`src/rtl/ow_master_ctrl.sv`:
```
// 1-Wire bus master: executes RESET/presence, WRITE_BYTE and READ_BYTE commands
// by sequencing a registered open-drain pull-down with fixed cycle timings.
module ow_master_ctrl #(
    parameter int unsigned T_RST  = 480,
    parameter int unsigned T_PD   = 70,
    parameter int unsigned T_SLOT = 60,
    parameter int unsigned T_LOW1 = 6,
    parameter int unsigned T_RDS  = 15,
    parameter int unsigned T_REC  = 5
) (
    input  logic       clk,
    input  logic       rst,
    input  logic       cmd_valid,
    output logic       cmd_ready,
    input  logic [1:0] cmd,
    input  logic [7:0] wr_data,
    input  logic       bus_in,
    output logic       bus_drive_low,
    output logic [7:0] rd_data,
    output logic       presence,
    output logic       done,
    output logic       busy
);

    localparam int unsigned SLOT_TOT = T_SLOT + T_REC;
    localparam int unsigned CNT_MAX  = (T_RST > SLOT_TOT) ? T_RST : SLOT_TOT;
    localparam int unsigned CW       = $clog2(CNT_MAX + 1);

    localparam logic [1:0] CMD_RESET = 2'b00;
    localparam logic [1:0] CMD_WRITE = 2'b01;
    localparam logic [1:0] CMD_READ  = 2'b10;
    localparam logic [1:0] CMD_RSVD  = 2'b11;

    typedef enum logic [2:0] {
        S_IDLE,
        S_RST_LOW,
        S_RST_HIGH,
        S_SLOT_LOW,
        S_SLOT_HIGH,
        S_REC
    } state_t;

    state_t        state, state_next;
    logic [CW-1:0] cnt, cnt_next;
    logic [2:0]    idx, idx_next;
    logic [1:0]    cmd_q, cmd_d;
    logic [7:0]    wr_q, wr_d;
    logic [7:0]    shift_q, shift_d;
    logic [7:0]    rd_d;
    logic          drive_d, ready_d, busy_d, done_d, pres_d;
    logic          accept;
    logic [CW-1:0] low_last;

    assign accept = cmd_valid && (state == S_IDLE);

    // A write-0 holds the line for almost the whole slot; write-1 and read use the short pulse.
    assign low_last = (cmd_q == CMD_WRITE && !wr_q[idx]) ? CW'(T_SLOT - 2) : CW'(T_LOW1 - 1);

    // State and all registered outputs; cnt counts cycles within a phase (whole slot for bytes).
    always_ff @(posedge clk) begin
        if (rst) begin
            state         <= S_IDLE;
            cnt           <= '0;
            idx           <= '0;
            cmd_q         <= '0;
            wr_q          <= '0;
            shift_q       <= '0;
            bus_drive_low <= 1'b0;
            cmd_ready     <= 1'b1;
            busy          <= 1'b0;
            done          <= 1'b0;
            presence      <= 1'b0;
            rd_data       <= 8'h00;
        end else begin
            state         <= state_next;
            cnt           <= cnt_next;
            idx           <= idx_next;
            cmd_q         <= cmd_d;
            wr_q          <= wr_d;
            shift_q       <= shift_d;
            bus_drive_low <= drive_d;
            cmd_ready     <= ready_d;
            busy          <= busy_d;
            done          <= done_d;
            presence      <= pres_d;
            rd_data       <= rd_d;
        end
    end

    always_comb begin
        state_next = state;
        cnt_next   = cnt + CW'(1);
        idx_next   = idx;
        case (state)
            S_IDLE: begin
                cnt_next = '0;
                if (accept) begin
                    case (cmd)
                        CMD_RESET: state_next = S_RST_LOW;
                        CMD_WRITE,
                        CMD_READ:  state_next = S_SLOT_LOW;
                        default:   state_next = S_IDLE;
                    endcase
                end
            end
            S_RST_LOW: begin
                if (cnt == CW'(T_RST - 1)) begin
                    state_next = S_RST_HIGH;
                    cnt_next   = '0;
                end
            end
            S_RST_HIGH: begin
                if (cnt == CW'(T_RST - 1)) begin
                    state_next = S_IDLE;
                    cnt_next   = '0;
                end
            end
            S_SLOT_LOW: begin
                if (cnt == low_last) state_next = S_SLOT_HIGH;
            end
            S_SLOT_HIGH: begin
                if (cnt == CW'(T_SLOT - 1)) state_next = S_REC;
            end
            S_REC: begin
                if (cnt == CW'(SLOT_TOT - 1)) begin
                    cnt_next   = '0;
                    idx_next   = idx + 3'd1;
                    state_next = (idx == 3'd7) ? S_IDLE : S_SLOT_LOW;
                end
            end
            default: begin
                state_next = S_IDLE;
                cnt_next   = '0;
                idx_next   = '0;
            end
        endcase
    end

    // Output/data next values, aligned so each register reflects the state it enters.
    always_comb begin
        cmd_d   = cmd_q;
        wr_d    = wr_q;
        shift_d = shift_q;
        rd_d    = rd_data;
        pres_d  = presence;
        done_d  = 1'b0;
        drive_d = (state_next == S_RST_LOW) || (state_next == S_SLOT_LOW);
        ready_d = (state_next == S_IDLE);
        busy_d  = (state_next != S_IDLE);

        if (accept) begin
            cmd_d = cmd;
            wr_d  = wr_data;
            if (cmd == CMD_RSVD) done_d = 1'b1;
        end

        if (state == S_RST_HIGH && cnt == CW'(T_PD - 1)) pres_d = ~bus_in;

        if ((state == S_SLOT_LOW || state == S_SLOT_HIGH) && cmd_q == CMD_READ
            && cnt == CW'(T_RDS)) begin
            shift_d[idx] = bus_in;
        end

        if ((state == S_RST_HIGH || state == S_REC) && state_next == S_IDLE) begin
            done_d = 1'b1;
            if (state == S_REC && cmd_q == CMD_READ) rd_d = shift_d;
        end
    end

endmodule

```
`config.mk`:
```
export PLATFORM = sky130hd
export DESIGN_NAME = ow_master_ctrl
export DESIGN_NICKNAME = d
export VERILOG_FILES = /design/src/rtl/ow_master_ctrl.sv
export SDC_FILE = /design/constraint.sdc
export NUM_CORES = 1
export LEC_CHECK = 0
export BUFFER_PORTS_ARGS = -buffer_cell sky130_fd_sc_hd__buf_4
export CAP_MARGIN = 25
export CORE_UTILIZATION = 52
export CTS_CLUSTER_DIAMETER = 100
export DETAILED_ROUTE_END_ITERATION = 10
export GPL_ROUTABILITY_DRIVEN = 0
export HOLD_SLACK_MARGIN = 0.02
export PLACE_DENSITY = 0.85
export SLEW_MARGIN = 20
export SYNTH_ARGS = -nofsm -noshare
export SYNTH_HDL_FRONTEND = slang
export SYNTH_SLANG_ARGS = --single-unit
```
`constraint.sdc`:
```
create_clock -name clk -period 2 [get_ports clk]
set_clock_uncertainty 0.1 [all_clocks]
set_input_delay 0.2 -clock clk [delete_from_list [all_inputs] [get_ports clk]]
set_output_delay 0.2 -clock clk [all_outputs]
set_load 0.05 [all_outputs]
```
[Word level (Yosys, flattened, before mapping)]
Index checks and enable logic that the tools add are counted.
Storage, ports and cells
  output and inout bits: 13
  logic and storage cells: 84
  register bits: 46
  bits of input ports: 14
Operators by class
  order comparisons: 2
  equal/unequal tests: 20
  multiplexer cells: 24
  add/sub/neg operators: 2
  reduce and logical (&&, ||, !) cells: 22
  bitwise logic cells: 2
Operators by type and width (number)
  one-hot mux 9 bit (3 select lines): 1
  two-way mux 3 bit: 7
  equality test 9 x 7 -> 1 bit, second input constant: 2
  two-way mux 9 bit: 2
  one-hot mux 3 bit (6 select lines): 1
  adder 9 x 1 -> 9 bit, second input constant: 1
  equality test 3 x 2 -> 1 bit, second input constant: 3
  equality test 3 bit, second input constant: 3
  equality test 9 x 4 -> 1 bit, second input constant: 1
  equality test 9 x 6 -> 1 bit: 1
  equality test 9 x 6 -> 1 bit, second input constant: 1
  equality test 9 bit, second input constant: 1
  bitwise mux 8 bit: 1
  logical AND 1 bit: 8
  two-way mux 8 bit: 1
  equality test 2 bit, second input constant: 3
  equality test 3 x 1 -> 1 bit, second input constant: 2
  logical NOT 3 bit: 2
  two-way mux 6 bit: 1
  one-hot mux 3 bit (2 select lines): 1
  OR reduction 2 bit: 3
  two-way mux 1 bit: 5
  OR reduction 5 bit: 1
  equality test 2 x 1 -> 1 bit, second input constant: 2
  14 further kinds: 18

[Logic depth before layout (Yosys ltp)]
  depth in word-level cells: 11
  mapped depth: 7
  gate-level depth less buffers: 7

[Least setup slack after synthesis]
No wires, ideal clock.
  path kind: register -> register
  start point: register cnt[0]
  end point: register rd_data[5]
  cell stages (with the launch flop): 7
  arrival: 1.758 ns
  data required time: 1.779 ns
  clock period less this slack: 1.979 ns
  library setup time: 0.121 ns
  setup slack: 0.021 ns
  path buffers: 0
  path through: dfxtp_1 > ha_1 > nand3_1 > nand2b_1 > nor4_1 > mux2_2 > mux2_2
Between the ends
  cells in the longest elaborated chain, start to end: 6
  elaborated cells on any way between the ends: 16
  those cells by class: 5 x eq/ne; 7 x mux; 4 x reduce/logical
RTL lines
  start: declaration: line 44  | logic [CW-1:0] cnt, cnt_next;
  start signal: assignment: line 76  | cnt <= cnt_next;
  equality test 9 x 7 -> 1 bit (tied with other cells): line 125  | if (cnt == CW'(SLOT_TOT - 1)) begin
  two-way mux 3 bit (on tied branches)
  one-hot mux 3 bit (6 select lines): line 94  | case (state)
  logical NOT 3 bit: line 164  | if ((state == S_RST_HIGH || state == S_REC) && state_next == S_IDLE) begin
  logical AND 1 bit: line 164
  AND reduction 2 bit (no line)
  end signal: assignment: line 86  | rd_data <= rd_d;
  end: declaration: line 19  | output logic [7:0] rd_data,
Several ways; a longest one is shown, not always the timed one.
A chain may end at the register's enable or synchronous reset.

[Final worst setup path]
  start point: register cmd_q[0]
  end point: register rd_data[0]
Between the ends
  cells in the longest elaborated chain, start to end: 9
  elaborated cells on any way between the ends: 14
  those cells by class: 3 x eq/ne; 4 x mux; 7 x reduce/logical
RTL lines
  start: declaration: line 46  | logic [1:0] cmd_q, cmd_d;
  start signal: assignment: line 78  | cmd_q <= cmd_d;
  equality test 2 x 1 -> 1 bit: line 57  | assign low_last = (cmd_q == CMD_WRITE && !wr_q[idx]) ? CW'(T_SLOT - 2) : CW'(T_LOW1 - 1);
  logical AND 1 bit: line 57
  two-way mux 6 bit: line 57
  equality test 9 x 6 -> 1 bit: line 119  | if (cnt == low_last) state_next = S_SLOT_HIGH;
  two-way mux 3 bit: line 119
  one-hot mux 3 bit (6 select lines): line 94
  logical NOT 3 bit: line 164
  logical AND 1 bit: line 164
  AND reduction 2 bit (no line)
Several ways; a longest one is shown, not always the timed one.

==> results.tsv <==
metric	value	unit
status	complete, no violations	
cells on worst reg2reg path	5	
Slew Limit Fails	0	
floorplan die height	70.1	µm
Post-DRT Antenna Nets	0	
Syn Area/Cell	9.21	µm²
area fraction of the dominant cell type after synthesis	38.2	%
final core occ	68.8	%
GR Util All Layers	22.6	%
EDFF count, synth	0	
clk root buf	clkbuf_8	
io pins	27	
Slew HR	59.5	%
synth warn	0	
sequential element share of the synthesized area	38.2	%
Worst-Margin Slew	0.598	ns
FP Rows	24	
Core Footprint	4410	µm²
crit path max fanout	4	
CTS tree	done	
final wirelength	5710	µm
via/cell ratio	5.79	
number of fill cells	333	
chip width	70.1	µm
Synth area leader	dfxtp_1	
Nets	333	
worst setup path class	reg -> reg	
final hold vios	0	
first drt pass iteration count	5	
clk sink count	46	
ANT cells	0	
Post-DP HPWL	3920	µm
Final Cycle Share	97.3	%
ys flop type	dfxtp_1	
Clock transition at path regs	0.09	ns
P per Cell Area	675	nW/µm²
DRC errors left	0	
final setup TNS	0	ns
clock tree buffer depth	2	
first-pass GRT wire length	8860	µm
Max Clk Rate	514	MHz
LEAKAGE	1.25	nW
worst skew pair latency	0.30	ns
pin count of the biggest net entering global routing	34	
Starting Density	54.7	%
WHS Path Cells	3	
vias in the first global route	1924	
Overflow after GRT	0	
Worst EP arrival	2.05	ns
DR WL/cell	15.6	µm
flops & latches, synth	46	
drt initial violations	274	
Final min period	1.95	ns
most instantiated cells after synthesis	dfxtp_1 (46), nand2_1 (29), nor2_1 (19)	
top-count cell post-synth	dfxtp_1	
Netlist cell types	62	
mapped cell area	2410	µm²
Final Setup Violations	0	
Area growth syn-to-layout	25.9	%
share of cells above drive strength 1	35.1	%
H-Tree Depth	2	
critical path required time	2.10	ns
Critical Path Sink Type	flip-flop	
via count	2112	
antenna violations before repair	0	
total CTS buffers	5	
DIE AREA	4920	µm²
Worst R2R Setup Slack	0.05	ns
Port-buffer cells	26	
Gate Count Post-Synth	262	
hold crit path type	in -> reg	
syn_nets	283	
synth top area cells	dfxtp_1 (38%), mux2_2 (6.1%), nor2b_1 (4.7%)	
Worst VDD drop	0.000429	V
Post-synth ARST share	0	%
Max-Cap Viols	0	
Worst Hold Slack	0.0451	ns
Setup crit start kind	flip-flop	
[cell families (layout without fill, tap and decap cells)]
group	after synthesis	count (layout)	share of synthesized area, %
AO/OA/AOI/OAI	39	39	12.0
XOR/XNOR	7	7	2.54
adder cells (fa/ha/maj)	7	7	3.63
buffers and inverters	22	73	4.20
flip-flops	46	46	38.2
multiplexers	21	21	9.64
AND/OR/NAND/NOR	120	120	29.9
[area by class of cell]
type / instances / area (µm²) / area share [%]
clock inverter: 3 / 68.8 / 2.26
timing repair buffer: 54 / 405 / 13.3
clock buffer: 5 / 68.8 / 2.26
sequential: 46 / 933 / 30.7
tap: 52 / 65.1 / 2.14
multi-input combinational: 194 / 1460 / 47.9
inverter: 11 / 41.3 / 1.36
[worst max-delay path, cell delays in order, from the launching register on]
cell	delay [ns]
dfxtp_1	0.40
nor4b_4	0.36
and2b_2	0.25
nand4_1	0.16
mux2_2	0.32
mux2_2	0.26
[where the power goes]
group          switching [W]  internal, W  total [W]
Sequential         0.0000253     0.000948   0.000973
Clock               0.000326     0.000501   0.000826
Combinational       0.000151     0.000100   0.000251
[per-stage QoR]
stage	cells	total power (W)	setup slack, ns	cell area, µm²
detailed placement	350	0.00123	-0.0336	2770
global route	365	0.00212	-0.0419	3040
finish	365	0.00205	0.0547	3040
floorplan	262	0.00114	0.0212	2410
CTS	358	0.00204	0.00241	2930
global placement	350	0.00123	0.0486	2770
[path summary, 6_finish.rpt]
path,from,end
worst max-delay path,cmd_q[0],rd_data[0]
worst min-delay path,wr_data[7],wr_q[7]
worst max register to register,cmd_q[0],rd_data[0]
worst min register to register,wr_q[1],wr_q[1]
[metal layers]
metal / global-route usage, % / part of all wire, % / vias up
met5: 0 / 0 / -
met1: 28.9 / 42 / 985
met3: 4.91 / 6.3 / 15
met4: 8.89 / 1.7 / 0
li1: - / - / 1024
met2: 37.0 / 50 / 88
[cells in the final DEF, fill, tap and decap left out, drive strengths merged, types with 2 or more instances in the layout]
cell type  synthesis  layout
and3               3       3
xor2               4       4
bufinv             0       2
nor3b              2       2
nand3b             2       2
a41o               3       3
nor2              20      20
buf                9      54
dfxtp             46      46
clkbuf             2       5
a21oi             14      14
nand2             29      29
nor3               6       6
nand2b             5       5
mux2              15      15
nor4               4       4
o21bai             2       2
o31ai              3       3
nand3             10      10
and2               2       2
nor4b              3       3
nor2b             18      18
ha                 7       7
a21boi             2       2
nand4              8       8
and3b              2       2
xnor2              3       3
mux2i              6       6
inv               11      11
[sequential cells by signal, summed over array words and instances (netlist names)]
signal and cells:
bus_drive_low 1, busy 1, cmd_q 2, cmd_ready 1, cnt 9, done 1
idx 3, presence 1, rd_data 8, shift_q 8, state 3, wr_q 8
[what timing repair did]
item / in CTS / in global routing
pin swaps: 0 / 4
endpoints found under the setup margin: 3 / 14
hold buffers: 0 / 0
gates resized for setup: 5 / 18
buffers inserted: 0 / 7
No activity file was read; power rests on OpenSTA's default activity.
